--- src/rtl/qspi_pkg.sv ---
// qspi_pkg: shared opcode, output-enable patterns and state encoding for the quad-read flash master.
package qspi_pkg;
   localparam logic [7:0] QSPI_FAST_READ_QUAD = 8'h6B;
   localparam logic [3:0] IO_OE_IO0  = 4'b0001;
   localparam logic [3:0] IO_OE_NONE = 4'b0000;
   typedef enum logic [2:0] {IDLE, CMD, ADDR, DUMMY, DATA, GUARD} state_t;
endpackage

--- src/rtl/qspi_sck_gen.sv ---
// qspi_sck_gen: SCK divider; tick strobes flag the mclk edge that starts a low phase (fall) or raises sck (rise).
module qspi_sck_gen #(
   parameter int CLK_DIV = 4
) (
   input  logic mclk,
   input  logic RESETn,
   input  logic run,
   input  logic pause,
   output logic sck,
   output logic fall_tick,
   output logic rise_tick
);
   localparam int CW = $clog2(CLK_DIV);
   localparam int H  = CLK_DIV / 2;
   logic [CW-1:0] cnt_q, cnt_d;
   logic          sck_q, sck_d, en;
   // pause is only honoured at the very start of a low phase so a clock is never stretched
   always_comb begin
      en        = run && !(pause && cnt_q == '0);
      cnt_d     = !run ? '0 : !en ? cnt_q : (cnt_q == CW'(CLK_DIV - 1)) ? '0 : cnt_q + 1'b1;
      sck_d     = cnt_d >= CW'(H);
      rise_tick = en && cnt_q == CW'(H - 1);
      fall_tick = en && cnt_q == CW'(CLK_DIV - 1);
   end
   always_ff @(posedge mclk or negedge RESETn)
      if (!RESETn) begin
         cnt_q <= '0;
         sck_q <= 1'b0;
      end else begin
         cnt_q <= cnt_d;
         sck_q <= sck_d;
      end
   assign sck = sck_q;
endmodule

--- src/rtl/qspi_read_engine.sv ---
// qspi_read_engine: quad-output fast-read (0x6B) SPI flash master returning a valid/ready byte stream.
module qspi_read_engine
   import qspi_pkg::*;
#(
   parameter int CLK_DIV      = 4,
   parameter int DUMMY_CYCLES = 8,
   parameter int CS_HIGH_CYC  = 4
) (
   input  logic        mclk,
   input  logic        RESETn,
   input  logic        start,
   input  logic [23:0] addr,
   input  logic [15:0] len,
   output logic        busy,
   output logic        done,
   output logic [7:0]  out_data,
   output logic        out_valid,
   input  logic        out_ready,
   output logic        sck,
   output logic        cs_n,
   output logic [3:0]  io_out,
   output logic [3:0]  io_oe,
   input  logic [3:0]  io_in
);
   localparam int H  = CLK_DIV / 2;
   localparam int GW = $clog2(H + CS_HIGH_CYC + 1);
   state_t          state_q, state_d;
   logic [30:0]     sh_q, sh_d;
   logic [5:0]      bit_q, bit_d;
   logic [15:0]     bytes_q, bytes_d;
   logic [3:0]      hi_q, hi_d, io_out_q, io_out_d, io_oe_q, io_oe_d;
   logic [GW-1:0]   g_q, g_d;
   logic [7:0]      out_data_q, out_data_d;
   logic            cs_n_q, cs_n_d, busy_q, busy_d, done_q, done_d, out_valid_q, out_valid_d;
   logic            run, pause, fall_tick, rise_tick;
   assign run   = state_q != IDLE && state_q != GUARD;
   assign pause = state_q == DATA && !bit_q[0] && out_valid_q && !out_ready;
   qspi_sck_gen #(.CLK_DIV(CLK_DIV)) u_sck (
      .mclk(mclk), .RESETn(RESETn), .run(run), .pause(pause),
      .sck(sck), .fall_tick(fall_tick), .rise_tick(rise_tick)
   );
   always_comb begin
      state_d     = state_q;
      sh_d        = sh_q;
      bit_d       = bit_q;
      bytes_d     = bytes_q;
      hi_d        = hi_q;
      g_d         = g_q;
      cs_n_d      = cs_n_q;
      io_out_d    = io_out_q;
      io_oe_d     = io_oe_q;
      busy_d      = busy_q;
      done_d      = 1'b0;
      out_data_d  = out_data_q;
      out_valid_d = out_valid_q && !out_ready;
      case (state_q)
         IDLE: if (start) begin
            if (len == '0) done_d = 1'b1;
            else begin
               state_d  = CMD;
               sh_d     = {QSPI_FAST_READ_QUAD[6:0], addr};
               bytes_d  = len;
               bit_d    = '0;
               cs_n_d   = 1'b0;
               busy_d   = 1'b1;
               io_oe_d  = IO_OE_IO0;
               io_out_d = {3'b110, QSPI_FAST_READ_QUAD[7]};
            end
         end
         // opcode and address form one continuous MSB-first stream on IO0; WP/HOLD driven high
         CMD, ADDR: if (fall_tick) begin
            sh_d     = {sh_q[29:0], 1'b0};
            io_out_d = {3'b110, sh_q[30]};
            bit_d    = bit_q + 1'b1;
            if (state_q == CMD && bit_q == 6'd7) begin
               state_d = ADDR;
               bit_d   = '0;
            end
            if (state_q == ADDR && bit_q == 6'd23) begin
               state_d  = DUMMY;
               bit_d    = '0;
               io_out_d = '0;
               io_oe_d  = IO_OE_NONE;
            end
         end
         DUMMY: if (fall_tick) begin
            bit_d = bit_q + 1'b1;
            if (bit_q == 6'(DUMMY_CYCLES - 1)) begin
               state_d = DATA;
               bit_d   = '0;
            end
         end
         DATA: begin
            if (rise_tick) begin
               if (!bit_q[0]) hi_d = io_in;
               else begin
                  out_data_d  = {hi_q, io_in};
                  out_valid_d = 1'b1;
                  bytes_d     = bytes_q - 1'b1;
               end
            end
            if (fall_tick) begin
               bit_d = {5'b0, ~bit_q[0]};
               if (bit_q[0] && bytes_q == '0) begin
                  state_d = GUARD;
                  g_d     = '0;
               end
            end
         end
         // cs_n rises half an SCK period after the last fall, then stays high CS_HIGH_CYC cycles
         GUARD: begin
            g_d = (g_q == GW'(H + CS_HIGH_CYC - 1)) ? g_q : g_q + 1'b1;
            if (g_q == GW'(H - 1)) cs_n_d = 1'b1;
            if (g_q == GW'(H + CS_HIGH_CYC - 1) && !out_valid_d) begin
               state_d = IDLE;
               busy_d  = 1'b0;
               done_d  = 1'b1;
            end
         end
         default: state_d = IDLE;
      endcase
   end
   always_ff @(posedge mclk or negedge RESETn)
      if (!RESETn) begin
         state_q     <= IDLE;
         sh_q        <= '0;
         bit_q       <= '0;
         bytes_q     <= '0;
         hi_q        <= '0;
         g_q         <= '0;
         cs_n_q      <= 1'b1;
         io_out_q    <= '0;
         io_oe_q     <= '0;
         busy_q      <= 1'b0;
         done_q      <= 1'b0;
         out_data_q  <= '0;
         out_valid_q <= 1'b0;
      end else begin
         state_q     <= state_d;
         sh_q        <= sh_d;
         bit_q       <= bit_d;
         bytes_q     <= bytes_d;
         hi_q        <= hi_d;
         g_q         <= g_d;
         cs_n_q      <= cs_n_d;
         io_out_q    <= io_out_d;
         io_oe_q     <= io_oe_d;
         busy_q      <= busy_d;
         done_q      <= done_d;
         out_data_q  <= out_data_d;
         out_valid_q <= out_valid_d;
      end
   assign busy      = busy_q;
   assign done      = done_q;
   assign cs_n      = cs_n_q;
   assign io_out    = io_out_q;
   assign io_oe     = io_oe_q;
   assign out_data  = out_data_q;
   assign out_valid = out_valid_q;
endmodule

--- config.mk ---
export PLATFORM = sky130hd
export DESIGN_NAME = qspi_read_engine
export DESIGN_NICKNAME = d
export VERILOG_FILES = /design/src/rtl/qspi_pkg.sv /design/src/rtl/qspi_sck_gen.sv /design/src/rtl/qspi_read_engine.sv
export SDC_FILE = /design/constraint.sdc
export NUM_CORES = 1
export LEC_CHECK = 0
export ABC_AREA = 1
export BUFFER_PORTS_ARGS = -buffer_cell sky130_fd_sc_hd__buf_2
export CAP_MARGIN = 20
export CORE_MARGIN = 2
export CORE_UTILIZATION = 35
export CTS_CLUSTER_DIAMETER = 60
export CTS_CLUSTER_SIZE = 30
export DETAILED_ROUTE_END_ITERATION = 8
export GPL_ROUTABILITY_DRIVEN = 0
export PLACE_DENSITY = 0.64
export SYNTH_ARGS = -nofsm -noshare
export SYNTH_HDL_FRONTEND = slang
export SYNTH_SLANG_ARGS = --single-unit
export TNS_END_PERCENT = 1
--- constraint.sdc ---
create_clock -name mclk -period 4.4 [get_ports mclk]
set_input_delay 0.66 -clock mclk [delete_from_list [all_inputs] [get_ports mclk]]
set_output_delay 0.66 -clock mclk [all_outputs]
set_load 0.005 [all_outputs]
# Word-level counts from Yosys, hierarchy flattened
# Index checks and enable logic that the tools add are counted.
[totals]
register_bits = 86
in_bits = 48
[op_classes]
n_addsub = 4
order_cmp = 1
n_eq_ne = 26
muxes = 61
bitwise_logic = 1
reduce_logical = 38
[ops]
columns = ["operator", "n"]
rows = [
  ["$mux W31", 3],
  ["$mux W16", 4],
  ["$pmux W31 S2", 1],
  ["$mux W6", 8],
  ["$mux W3", 13],
  ["$logic_not A16 Y1", 2],
  ["$mux W4", 8],
  ["$pmux W16 S2", 1],
  ["$ne A2 B2 Y1 const B", 12],
  ["$pmux W6 S4", 1],
  ["$pmux W4 S2", 2],
  ["$reduce_and A4 Y1", 4],
  ["$sub A16 B1 Y16 const B", 1],
  ["$pmux W3 S5", 1],
  ["$logic_and A1 B1 Y1", 13],
  ["$mux W1", 12],
  ["$reduce_and A5 Y1", 2],
  ["$eq A3 B3 Y1 const B", 3],
  ["$reduce_and A9 Y1", 1],
  ["$reduce_bool A2 Y1", 4],
  ["$add A6 B1 Y6 const B", 1],
  ["$eq A3 B1 Y1 const B", 2],
  ["$eq A3 B2 Y1 const B", 2],
  ["$eq A6 B3 Y1 const B", 1],
  ["other kinds (20)", 29],
]

# Longest topological paths before layout
# Gate-level depths: netlist of run 1.
[depth]
depth_word = 10
depth_mapped = 13

# Cells and area by module
# A second synthesis of run 1 with hierarchy kept.
[unflattened]
hier_cells = 633
hier_area_um2 = 4564.4
[modules_own_cells]
columns = ["module", "n_inst", "cells_each", "area_each_um2", "seq_area_each_um2"]
rows = [
  ["qspi_read_engine", 1, 613, 4411.7, 1953.1],
  ["qspi_sck_gen", 1, 20, 152.6, 50.0],
]

# Worst setup path before layout of run 1
# OpenSTA, ideal clock, no wires.
[synth_path]
kind = "input-to-reg"
startpoint = "input port out_ready"
endpoint = "register bytes_q[5]"
setup_ps = 123
arrival_time_ps = 1593
required_time_ps = 4277
path_slack_ps = 2683
cell_stages = 12
n_path_buf = 1
path_cell_list = "inv_1 -> nand2_1 -> nor2_1 -> nand2_1 -> nand2_2 -> nor2_4 -> nand2_2 -> nand2_4 -> nand2_4 -> buf_6 -> nand2_1 -> o21ai_2"
[synth_between]
elab_chain_len = 8
[synth_rtl]
columns = ["element", "line", "text"]
rows = [
  ["from (decl)", "qspi_read_engine.sv:18", "input logic out_ready,"],
  ["$logic_not A1 Y1", "qspi_read_engine.sv:37", "assign pause = state_q == DATA && !bit_q[0] && out_valid_q && !out_ready;"],
  ["$logic_and A1 B1 Y1", "qspi_read_engine.sv:37", ""],
  ["$logic_and A1 B1 Y1", "qspi_sck_gen.sv:19", "en = run && !(pause && cnt_q == '0);"],
  ["$logic_not A1 Y1", "qspi_sck_gen.sv:19", ""],
  ["$logic_and A1 B1 Y1", "qspi_sck_gen.sv:19", ""],
  ["$logic_and A1 B1 Y1", "qspi_sck_gen.sv:22", "rise_tick = en && cnt_q == CW'(H - 1);"],
  ["$ne A2 B2 Y1 (no source line)", "--", ""],
  ["$reduce_and A5 Y1 (no source line)", "--", ""],
  ["to (signal assigned)", "qspi_read_engine.sv:142", "bytes_q <= bytes_d;"],
  ["to (decl)", "qspi_read_engine.sv:30", "logic [15:0] bytes_q, bytes_d;"],
]
# Every way passes these cells.
# A chain may end at the register's enable or synchronous reset.

# Worst setup path after layout of run 1
[layout_path]
startpoint = "register state_q[2]"
endpoint = "register bit_q[3]"
[layout_between]
elab_chain_len = 10
[layout_rtl]
columns = ["element", "line", "text"]
rows = [
  ["from (decl)", "qspi_read_engine.sv:27", "state_t state_q, state_d;"],
  ["from (signal assigned)", "qspi_read_engine.sv:139", "state_q <= state_d;"],
  ["$eq A3 B3 Y1", "qspi_read_engine.sv:37, qspi_read_engine.sv:56", ""],
  ["$logic_and A1 B1 Y1 (3 in series)", "qspi_read_engine.sv:37", ""],
  ["$logic_and A1 B1 Y1", "qspi_sck_gen.sv:19", ""],
  ["$logic_not A1 Y1", "qspi_sck_gen.sv:19", ""],
  ["$logic_and A1 B1 Y1", "qspi_sck_gen.sv:19", ""],
  ["$logic_and A1 B1 Y1", "qspi_sck_gen.sv:23", "fall_tick = en && cnt_q == CW'(CLK_DIV - 1);"],
  ["$ne A2 B2 Y1 (no source line)", "--", ""],
  ["$reduce_and A6 Y1 (no source line)", "--", ""],
  ["to (signal assigned)", "qspi_read_engine.sv:141", "bit_q <= bit_d;"],
  ["to (decl)", "qspi_read_engine.sv:29", "logic [5:0] bit_q, bit_d;"],
]
# Several ways; a longest one is shown, not always the timed one. The select of a mux whose other input is x is not followed.

==> results of run 1 <==
per-stage QoR:
step	cell area, um^2	cells	util (%)	total power [mW]	setup slack (ns)
2_1_floorplan	4780	669	-	3.09	2.68
3_3_place_gp	5150	883	38.7	3.42	1.61
3_5_place_dp	5150	883	38.7	3.45	1.52
4_1_cts	5430	899	40.8	4.18	1.50
5_1_grt	5460	900	41.0	4.58	1.16
6_report	5460	900	41.0	4.15	1.52
per-layer routing:
layer | track usage [%] | share of wire [%]
met5 | 0 | 0
met4 | 5.38 | 1.7
met3 | 3.77 | 4.0
met2 | 24.2 | 46
met1 | 21.1 | 48
cells in the mapped netlist:
cell type	count
o211ai_1	1
nand3_2	3
nor2_4	6
buf_2	7
o21ai_1	6
nand2_4	4
nand3b_1	4
nor2_2	1
nand2_1	270
o22ai_1	1
inv_2	4
nor3_1	4
nor2_8	1
buf_4	8
nand2_2	5
xor2_1	8
clkbuf_1	6
nor2_1	54
a21oi_1	6
xnor2_1	3
inv_1	55
a211oi_1	1
buf_6	5
mux2i_1	1
conb_1	1
or2_2	5
dfrtp_1	79
dfstp_2	1
nand4_1	6
ha_1	8
o21ai_2	8
a31oi_1	1
nand3_1	62
o21ai_0	30
buf_1	1
worst max path at each step:
| stage | startpoint | endpoint | slack (ns) | cells after the start |
|---|---|---|---|---|
| 6_report | state_q[2] | bit_q[3] | 1.52 | 11 |
| 4_1_cts | state_q[2] | bit_q[3] | 1.50 | 11 |
| 3_3_place_gp | state_q[2] | bit_q[2] | 1.61 | 11 |
| 5_1_grt | state_q[2] | bit_q[2] | 1.16 | 11 |
| 2_1_floorplan | out_ready | bytes_q[5] | 2.68 | 12 |
| 3_5_place_dp | state_q[2] | bit_q[3] | 1.52 | 11 |
critical path: cells and delay by family, from the launching register on:
kind	cells	cell delay (ns)
buffers and inverters	2	0.77
DFF	1	0.45
and+or+nand+nor	9	1.54
state kept, by name (all words and copies together) (netlist names):
signal / flops
state_q: 3
bytes_q: 16
done: 1
bit_q: 6
busy: 1
io_out: 2
out_valid: 1
io_oe: 1
out_data: 8
sh_q: 31
hi_q: 4
cs_n: 1
g_q: 3
u_sck.cnt_q: 2
report_power, final:
part | leakage [nW] | switching [mW] | internal, mW
logic | 1.80 | 1.46 | 0.698
clock network | 0.128 | 0.319 | 0.386
registers | 1.02 | 0.234 | 1.05
total | 2.95 | 2.01 | 2.14
area by class of cell:
class,count,area (um^2)
clock buffer,9,225
clock inverter,7,53.8
fill,1396,7840
inverter,59,221
multi-input combinational,503,2370
sequential,80,2000
tap,176,220
timing repair buffer,66,358
cells by family (layout without fill, tap and decap cells):
| kind of cell | Yosys count | in the layout | synth area share [%] |
|---|---|---|---|
| AOI/OAI and AO/OA | 54 | 54 | 6.46 |
| xor gates and xnor gates | 11 | 11 | 2.02 |
| adders and majority gates | 8 | 8 | 2.10 |
| buffers and inverters | 86 | 141 | 8.37 |
| DFF | 80 | 80 | 42.0 |
| muxes | 1 | 1 | 0.210 |
| other | 1 | 4 | 0.0787 |
| and+or+nand+nor | 425 | 425 | 38.7 |
==> reports/results.tsv, run 1 <==
stage	metric	value	unit
global_routing	Overall Global Routing Usage	15.5	%
critical_path	reg2reg end	bit_q[3]	
power	pwr dens	760	mW/mm^2
yosys	post-synth cell types	35	
yosys	Yosys top cell area share	41.5	%
clocking	CTS max path bufs	2	
route	initial DRC count	272	
clocking	CTS H-tree depth	3	
clocking	CTS clk-pin slew, worst paths	0.06	ns
outcome	status	finished clean	
die	DIE WIDTH	121	um
flow_run	maxcap violations	0	
clocking	postcts setup bufs	0	
finish	Layout Nets	775	
die	I/O pins	69	
global_routing	vias in the first global route	3860	
route	DRC	0	
route	DRT antenna net count	0	
sta	final setup fails	0	
critical_path	WS Path Type	reg2reg	
clocking	Resized Gates After CTS	0	
global_routing	largest net degree at the start of global routing	81	
yosys	Post-Syn Area	0.00477	mm^2
yosys	Seq/Total Area, Yosys	42.0	%
clocking	hold buffer count at CTS	0	
die	DIE HEIGHT	121	um
critical_path	Critical Path Source Type	flop	
route	routed vias	4228	
die	DIE AREA	0.0146	mm^2
sta	Hold Vio Cnt, Final	0	
critical_path	Crit. End Element	flop	
critical_path	Req. time, crit path	4.62	ns
sta	final setup skew	0.0124	ns
route	DRT Pass-1 Iters	4	
yosys	top cells by area, synth	dfrtp_1, nand2_1, nand3_1, inv_1, nor2_1	
sta	RSZ-0062 raised after global routing	false	
die	Starting Density	35.8	%
clocking	CTS tree	built	
route	final WL	10800	um
placed_design	detailed placement HPWL	7370	um
critical_path	CP Cell Sequence	inv_2 > nand3_1 > nand2_1 > inv_1 > nand2_2 > nor2_1 > nor2_1 > nand2_1 > nor2_4 > nand2_1 > nand2_1	
global_routing	initial antenna violation count	0	
hold_path	HP Class	in2async	
clocking	Clock Latency Late Sink	0.35	ns
finish	Layout area overhead	14.5	%
route	vias per cell	4.70	
sta	final setup TNS	0	ns
critical_path	delay of the slowest critical-path stage	0.67	ns
yosys	Syn Inst Count	666	
sta	fmax	347	MHz
yosys	Synth area leader	dfrtp_1	
power	worst IR drop on VDD	0.344	mV
critical_path	peak fanout along the critical path	33	
sta	Worst-Margin Slew	0.916	ns
sta	Max Transition Viols Final	0	
sta	Final Cycle Share	65.4	%
yosys	Synth Register Bits	80	
critical_path	Worst R2R Start	state_q[2]	
sta	Rel. slew slack	38.8	%
finish	# diodes	0	
yosys	synth warn	0	
global_routing	total grt overflow	0	
critical_path	Arrival @ worst endpoint	3.10	ns
global_routing	first-pass GRT wire length	18200	um
sta	Min Clock Period, post-route	2.88	ns
critical_path	reg-to-reg slack, setup	1.52	ns
power	leak pwr	2.95	nW
clocking	CTS sink count	80	
yosys	Avg Inst Size Synth	7.16	um^2
clocking	Clock Tree Root	clkbuf_16	
route	WL per Instance	12.0	um
critical_path	Critical Path Most Common Cell	nand2_1	
finish	share of cells above drive strength 1	16.6	%
clocking	cts bufs inserted	9	
critical_path	Worst Reg-to-Reg Cells	11	
die	num rows	42	
die	CORE AREA	0.0133	mm^2
placed_design	port bufs	64	
sta	final hold slack	0.160	ns
finish	most frequent cells in the layout	nand2_1, dfrtp_1, buf_2	
critical_path	slowest cell on the critical path	inv_1	
finish	most common cell after layout, fill and taps aside	nand2_1	
(Power assumes the default switching activity.)
==> run 2, diff against run 1 <==
--- a/config.mk
+++ b/config.mk
@@ -5,7 +5,7 @@
 export SDC_FILE = /design/constraint.sdc
 export NUM_CORES = 1
 export LEC_CHECK = 0
-export ABC_AREA = 1
+export ABC_AREA = 0
 export BUFFER_PORTS_ARGS = -buffer_cell sky130_fd_sc_hd__buf_2
 export CAP_MARGIN = 20
 export CORE_MARGIN = 2
@@ -14,7 +14,7 @@
 export CTS_CLUSTER_SIZE = 30
 export DETAILED_ROUTE_END_ITERATION = 8
 export GPL_ROUTABILITY_DRIVEN = 0
-export PLACE_DENSITY = 0.64
+export PLACE_DENSITY = 0.67
 export SYNTH_ARGS = -nofsm -noshare
 export SYNTH_HDL_FRONTEND = slang
 export SYNTH_SLANG_ARGS = --single-unit
==> constraint.sdc (replaced) <==
create_clock -name mclk -period 2.55 [get_ports mclk]
set_input_delay 0.3825 -clock mclk [delete_from_list [all_inputs] [get_ports mclk]]
set_output_delay 0.3825 -clock mclk [all_outputs]
set_load 0.005 [all_outputs]
==> run 2 against run 1 <==
Effect of this change: non-clock buffer count rose by 16; synthesized area fell by 12%; sequential power rose by 72%; clock skew fell by 0.0072 ns; largest power group unchanged.
==> reports/results.tsv, run 2 <==
stage	metric	value	unit
power	pwr dens	1190	mW/mm^2
sta	Final Cycle Share	94.9	%
yosys	top cells by area, synth	dfrtp_1, nand2_1, o21ai_0, mux2i_1, a21oi_1	
outcome	status	finished clean	
sta	final setup TNS	0	ns
route	DRT Pass-1 Iters	4	
critical_path	Critical Path Start	bytes_q[0]	
route	DRT antenna net count	0	
yosys	number of synthesized flops with an enable pin	0	
yosys	Synth Area in Adders	2.37	%
global_routing	vias in the first global route	3382	
finish	Non-Filler Instances	671	
yosys	Syn Inst Count	451	
sta	RSZ-0062 raised after global routing	false	
yosys	XOR/XNOR Fraction of Synth Area	0.208	%
die	DIE HEIGHT	114	um
clocking	CTS max path bufs	2	
route	WL per Instance	14.3	um
finish	max reg flops	31	
yosys	Synth Register Bits	80	
global_routing	Overall Global Routing Usage	15.4	%
power	worst IR drop on VDD	0.340	mV
yosys	post-synth cell types	65	
yosys	Yosys top cell area share	46.9	%
clocking	CTS clk-pin slew, worst paths	0.07	ns
clocking	CTS H-tree depth	3	
yosys	Synth Area in Simple Gates	19.3	%
placed_design	port bufs	64	
route	final WL	9570	um
route	vias per cell	5.24	
sta	final setup skew	0.00519	ns
route	routed vias	3518	
die	num rows	40	
critical_path	Critical Path Source Type	flop	
hold_path	HP Class	in2async	
die	DIE WIDTH	114	um
sta	final setup margin	0.130	ns
clocking	Clock Tree Root	clkbuf_16	
yosys	Seq/Total Area, Yosys	47.5	%
global_routing	first-pass GRT wire length	16100	um
sta	fmax	413	MHz
die	Starting Density	35.5	%
finish	filler cell count	1122	
route	initial DRC count	212	
die	DIE AREA	0.0129	mm^2
global_routing	largest net degree at the start of global routing	51	
critical_path	Arrival @ worst endpoint	2.61	ns
sta	Worst-Margin Slew	0.660	ns
power	Power Total	6.07	mW
yosys	top-count cell post-synth	dfrtp_1	
power	leak pwr	2.32	nW
yosys	Synth area leader	dfrtp_1	
critical_path	Crit. End Element	flop	
critical_path	WS Path Type	reg2reg	
flow_run	maxcap violations	0	
yosys	largest family of logic cells by synthesized area	simple AND/OR/NAND/NOR gates	
clocking	cts bufs inserted	9	
sta	Hold Vio Cnt, Final	0	
sta	Min Clock Period, post-route	2.42	ns
clocking	Clock Latency Late Sink	0.34	ns
yosys	Async S/R FF share, synth	100	%
clocking	postcts setup bufs	0	
finish	register name with the most flops	sh_q	
sta	Max Transition Viols Final	0	
critical_path	Worst R2R Start	bytes_q[0]	
global_routing	initial antenna violation count	0	
placed_design	pre-CTS setup slack	0.161	ns
clocking	CTS sink count	80	
finish	Layout Nets	575	
placed_design	Cell Area, Placed	0.00477	mm^2
finish	# diodes	0	
sta	final setup fails	0	
yosys	Top FF cell, synth	dfrtp_1	
critical_path	peak fanout along the critical path	5	
die	I/O pins	69	
yosys	post-synthesis compound-gate area fraction	18.8	%
global_routing	total grt overflow	0	
yosys	synth cell count leaders	dfrtp_1, nand2_1, o21ai_0	
critical_path	Req. time, crit path	2.74	ns
yosys	Avg Inst Size Synth	9.35	um^2
finish	most common cell after layout, fill and taps aside	dfrtp_1	
finish	most frequent cells in the layout	dfrtp_1, nand2_1, buf_2	
placed_design	detailed placement HPWL	6840	um
die	CORE AREA	0.0119	mm^2
route	DRC	0	
finish	cell area after layout	0.00510	mm^2
yosys	Post-Syn Area	0.00422	mm^2
yosys	post-synthesis mux area share	7.06	%
sta	Rel. slew slack	56.0	%
placed_design	Placed Instances	655	
clocking	Resized Gates After CTS	0	
finish	Layout area overhead	20.9	%
clocking	CTS tree	built	
yosys	synth warn	0	
clocking	hold buffer count at CTS	0	
finish	share of cells above drive strength 1	23.1	%
## run 2: cells by family (layout without fill, tap and decap cells)
logic type	Yosys count	count (layout)
AND/OR/NAND/NOR	164	164
XOR/XNOR	1	1
AO/OA/AOI/OAI	127	127
other	1	4
buffers and inverters	41	111
flip-flops	80	80
multiplexers	29	29
adder cells (fa/ha/maj)	8	8
## run 2: final timing paths
| check | endpoint | slack, ns | depth (start not counted) |
|---|---|---|---|
| setup / recovery | bytes_q[14] | 0.13 | 7 |
| hold / removal | sh_q[17] | 0.06 | 1 |
| setup reg to reg | bytes_q[14] | 0.13 | 7 |
| hold reg to reg | out_data[7] | 0.47 | 2 |
| max in group asynchronous | out_data[2] | 1.85 | 2 |
| min in group mclk | out_data[0] | 0.25 | 3 |
## run 2: where the power goes
| part | internal [mW] | leakage (nW) | switching, mW |
|---|---|---|---|
| logic | 1.10 | 1.17 | 1.34 |
| registers | 1.80 | 0.984 | 0.417 |
| clock network | 0.871 | 0.162 | 0.546 |
## run 2: per-layer routing
metal	GRT usage, %	vias up	share of wire (%)	wire length, um
li1	-	1759	-	-
met1	20.7	1644	47	4520
met2	23.4	97	45	4310
met3	3.99	18	5.2	500
met4	7.07	0	2.4	231
met5	0	-	0	0
## run 2: layout make-up
cell class              count  area, um^2  area share, %
inverters                  13        48.8          0.958
well taps                 147         184           3.61
clock buffers               9         225           4.42
flip-flops and latches     80        2000           39.3
repair buffers             82         483           9.48
clock inverters             7         103           2.01
multi-input cells         333        2050           40.2
## run 2: critical path: stages, from the launching register on
cell,delay [ns]
dfrtp_1,0.39
inv_1,0.12
ha_1,0.20
or3b_4,0.39
or3_4,0.36
or4_4,0.47
o41ai_2,0.23
o22ai_1,0.12
## run 2: through the flow
step                hold WS (ns)  util, %
detailed placement         0.454     40.2
global route               0.130     43.0
CTS                       0.0958     43.0
floorplan                 0.0869        -
global placement           0.442     40.2
finish                    0.0562     43.0
==> run 3, diff against run 2 <==
--- a/config.mk
+++ b/config.mk
@@ -7,13 +7,13 @@
 export LEC_CHECK = 0
 export ABC_AREA = 0
 export BUFFER_PORTS_ARGS = -buffer_cell sky130_fd_sc_hd__buf_2
-export CAP_MARGIN = 20
 export CORE_MARGIN = 2
 export CORE_UTILIZATION = 35
 export CTS_CLUSTER_DIAMETER = 60
 export CTS_CLUSTER_SIZE = 30
 export DETAILED_ROUTE_END_ITERATION = 8
 export GPL_ROUTABILITY_DRIVEN = 0
+export MAX_ROUTING_LAYER = met4
 export PLACE_DENSITY = 0.67
 export SYNTH_ARGS = -nofsm -noshare
 export SYNTH_HDL_FRONTEND = slang
==> run 3 against run 2 <==
Effect of this change: via count fell by 0.54%; non-clock buffer count did not move; first-iteration DRC count rose by 7.5%; register-to-register slack barely moved; combinational power barely moved; global-route usage rose by 0.44 points.
==> reports/results.tsv, run 3 (synthesis gave the netlist of run 2 again) <==
stage	metric	value	unit
die	DIE AREA	0.0129	mm^2
critical_path	reg-to-reg slack, setup	0.13	ns
finish	share of cells above drive strength 1	23.1	%
sta	Rel. slew slack	56.5	%
route	DRT Pass-1 Iters	4	
clocking	CTS max path bufs	2	
global_routing	vias in the first global route	3386	
die	CORE AREA	0.0119	mm^2
die	num rows	40	
placed_design	port bufs	64	
clocking	Clock Tree Root	clkbuf_16	
global_routing	initial antenna violation count	0	
clocking	postcts setup bufs	0	
global_routing	first-pass GRT wire length	16100	um
die	DIE WIDTH	114	um
power	worst IR drop on VDD	0.340	mV
clocking	CTS H-tree depth	3	
finish	Layout Nets	575	
critical_path	Arrival @ worst endpoint	2.61	ns
sta	final setup TNS	0	ns
route	DRT antenna net count	0	
finish	Non-Filler Instances	671	
finish	post-layout util	43.0	%
sta	Min Clock Period, post-route	2.42	ns
global_routing	M3 GR Usage	3.99	%
critical_path	Req. time, crit path	2.74	ns
power	pwr dens	1190	mW/mm^2
finish	max reg flops	31	
finish	register name with the most flops	sh_q	
finish	Layout area overhead	20.9	%
route	WL per Instance	14.3	um
finish	most frequent cells in the layout	dfrtp_1, nand2_1, buf_2	
route	final WL	9580	um
sta	Final Cycle Share	94.8	%
sta	final setup fails	0	
sta	Worst-Margin Slew	0.653	ns
route	routed vias	3499	
sta	Max Transition Viols Final	0	
sta	final setup skew	0.00590	ns
critical_path	Critical Path Source Type	flop	
route	DRC	0	
clocking	cts bufs inserted	9	
sta	fmax	414	MHz
die	DIE HEIGHT	114	um
global_routing	gr busiest metal	met2	
clocking	Resized Gates After CTS	0	
route	vias per cell	5.21	
die	I/O pins	69	
clocking	Clock Latency Late Sink	0.34	ns
sta	final hold slack	0.0719	ns
global_routing	Overall Global Routing Usage	15.9	%
placed_design	Placed Instances	655	
finish	# diodes	0	
finish	most common cell after layout, fill and taps aside	dfrtp_1	
sta	RSZ-0062 raised after global routing	false	
placed_design	detailed placement HPWL	6840	um
outcome	status	finished clean	
critical_path	Crit. End Element	flop	
hold_path	HP Class	in2async	
route	initial DRC count	228	
global_routing	GRT met2 Usage	23.5	%
die	Starting Density	35.5	%
critical_path	peak fanout along the critical path	5	
clocking	CTS sink count	80	
placed_design	Cell Area, Placed	0.00477	mm^2
flow_run	maxcap violations	0	
global_routing	met1 Usage GRT	20.6	%
clocking	CTS tree	built	
clocking	CTS clk-pin slew, worst paths	0.07	ns
power	leak pwr	2.32	nW
clocking	hold buffer count at CTS	0	
sta	Hold Vio Cnt, Final	0	
global_routing	largest net degree at the start of global routing	51	
critical_path	WS Path Type	reg2reg	
finish	cell area after layout	0.00510	mm^2
global_routing	total grt overflow	0	
## run 3: cell counts in the layout (fill, tap and decap cells not counted)
Identical to the previous run, type by type.
## run 3: critical path, stage by stage (launching register included)
cell and delay, ns:
dfrtp_1 0.39, inv_1 0.12, ha_1 0.20, or3b_4 0.39
or3_4 0.36, or4_4 0.47, o41ai_2 0.22, o22ai_1 0.12
## run 3: report_power, final
group | leakage (nW) | switching (mW) | total (mW) | internal, mW
Combinational | 1.17 | 1.34 | 2.43 | 1.10
Clock | 0.162 | 0.549 | 1.42 | 0.871
Sequential | 0.984 | 0.416 | 2.22 | 1.80
Total | 2.32 | 2.30 | 6.07 | 3.77
## run 3: final cells by class
class                           count  area (um^2)
Inverter                           13         48.8
Clock inverter                      7          103
Tap cell                          147          184
Sequential cell                    80         2000
Multi-Input combinational cell    333         2050
Timing Repair Buffer               82          483
Clock buffer                        9          225
Fill cell                        1122         6770
## run 3: path summary, 6_finish.rpt
check,depth (start not counted),from,end
worst max-delay path,7,bytes_q[0],bytes_q[14]
max in group asynchronous,2,RESETn,out_data[2]
worst min-delay path,1,RESETn,sh_q[17]
worst min register to register,2,hi_q[3],out_data[7]
min in group mclk,3,io_in[0],out_data[0]
worst max register to register,7,bytes_q[0],bytes_q[14]
## run 3: metrics by stage
| step | setup slack, ns | total power, mW |
|---|---|---|
| 3_5_place_dp | 0.161 | 4.67 |
| 4_1_cts | 0.129 | 6.12 |
| 2_1_floorplan | 0.300 | 3.93 |
| 6_report | 0.133 | 6.07 |
| 3_3_place_gp | 0.231 | 4.57 |
| 5_1_grt | 0.0242 | 6.56 |
## run 3: metal layers
layer | wire, um | share of wire, %
met5 | 0 | 0
met4 | 233 | 2.4
met3 | 442 | 4.6
met2 | 4360 | 45
met1 | 4550 | 47
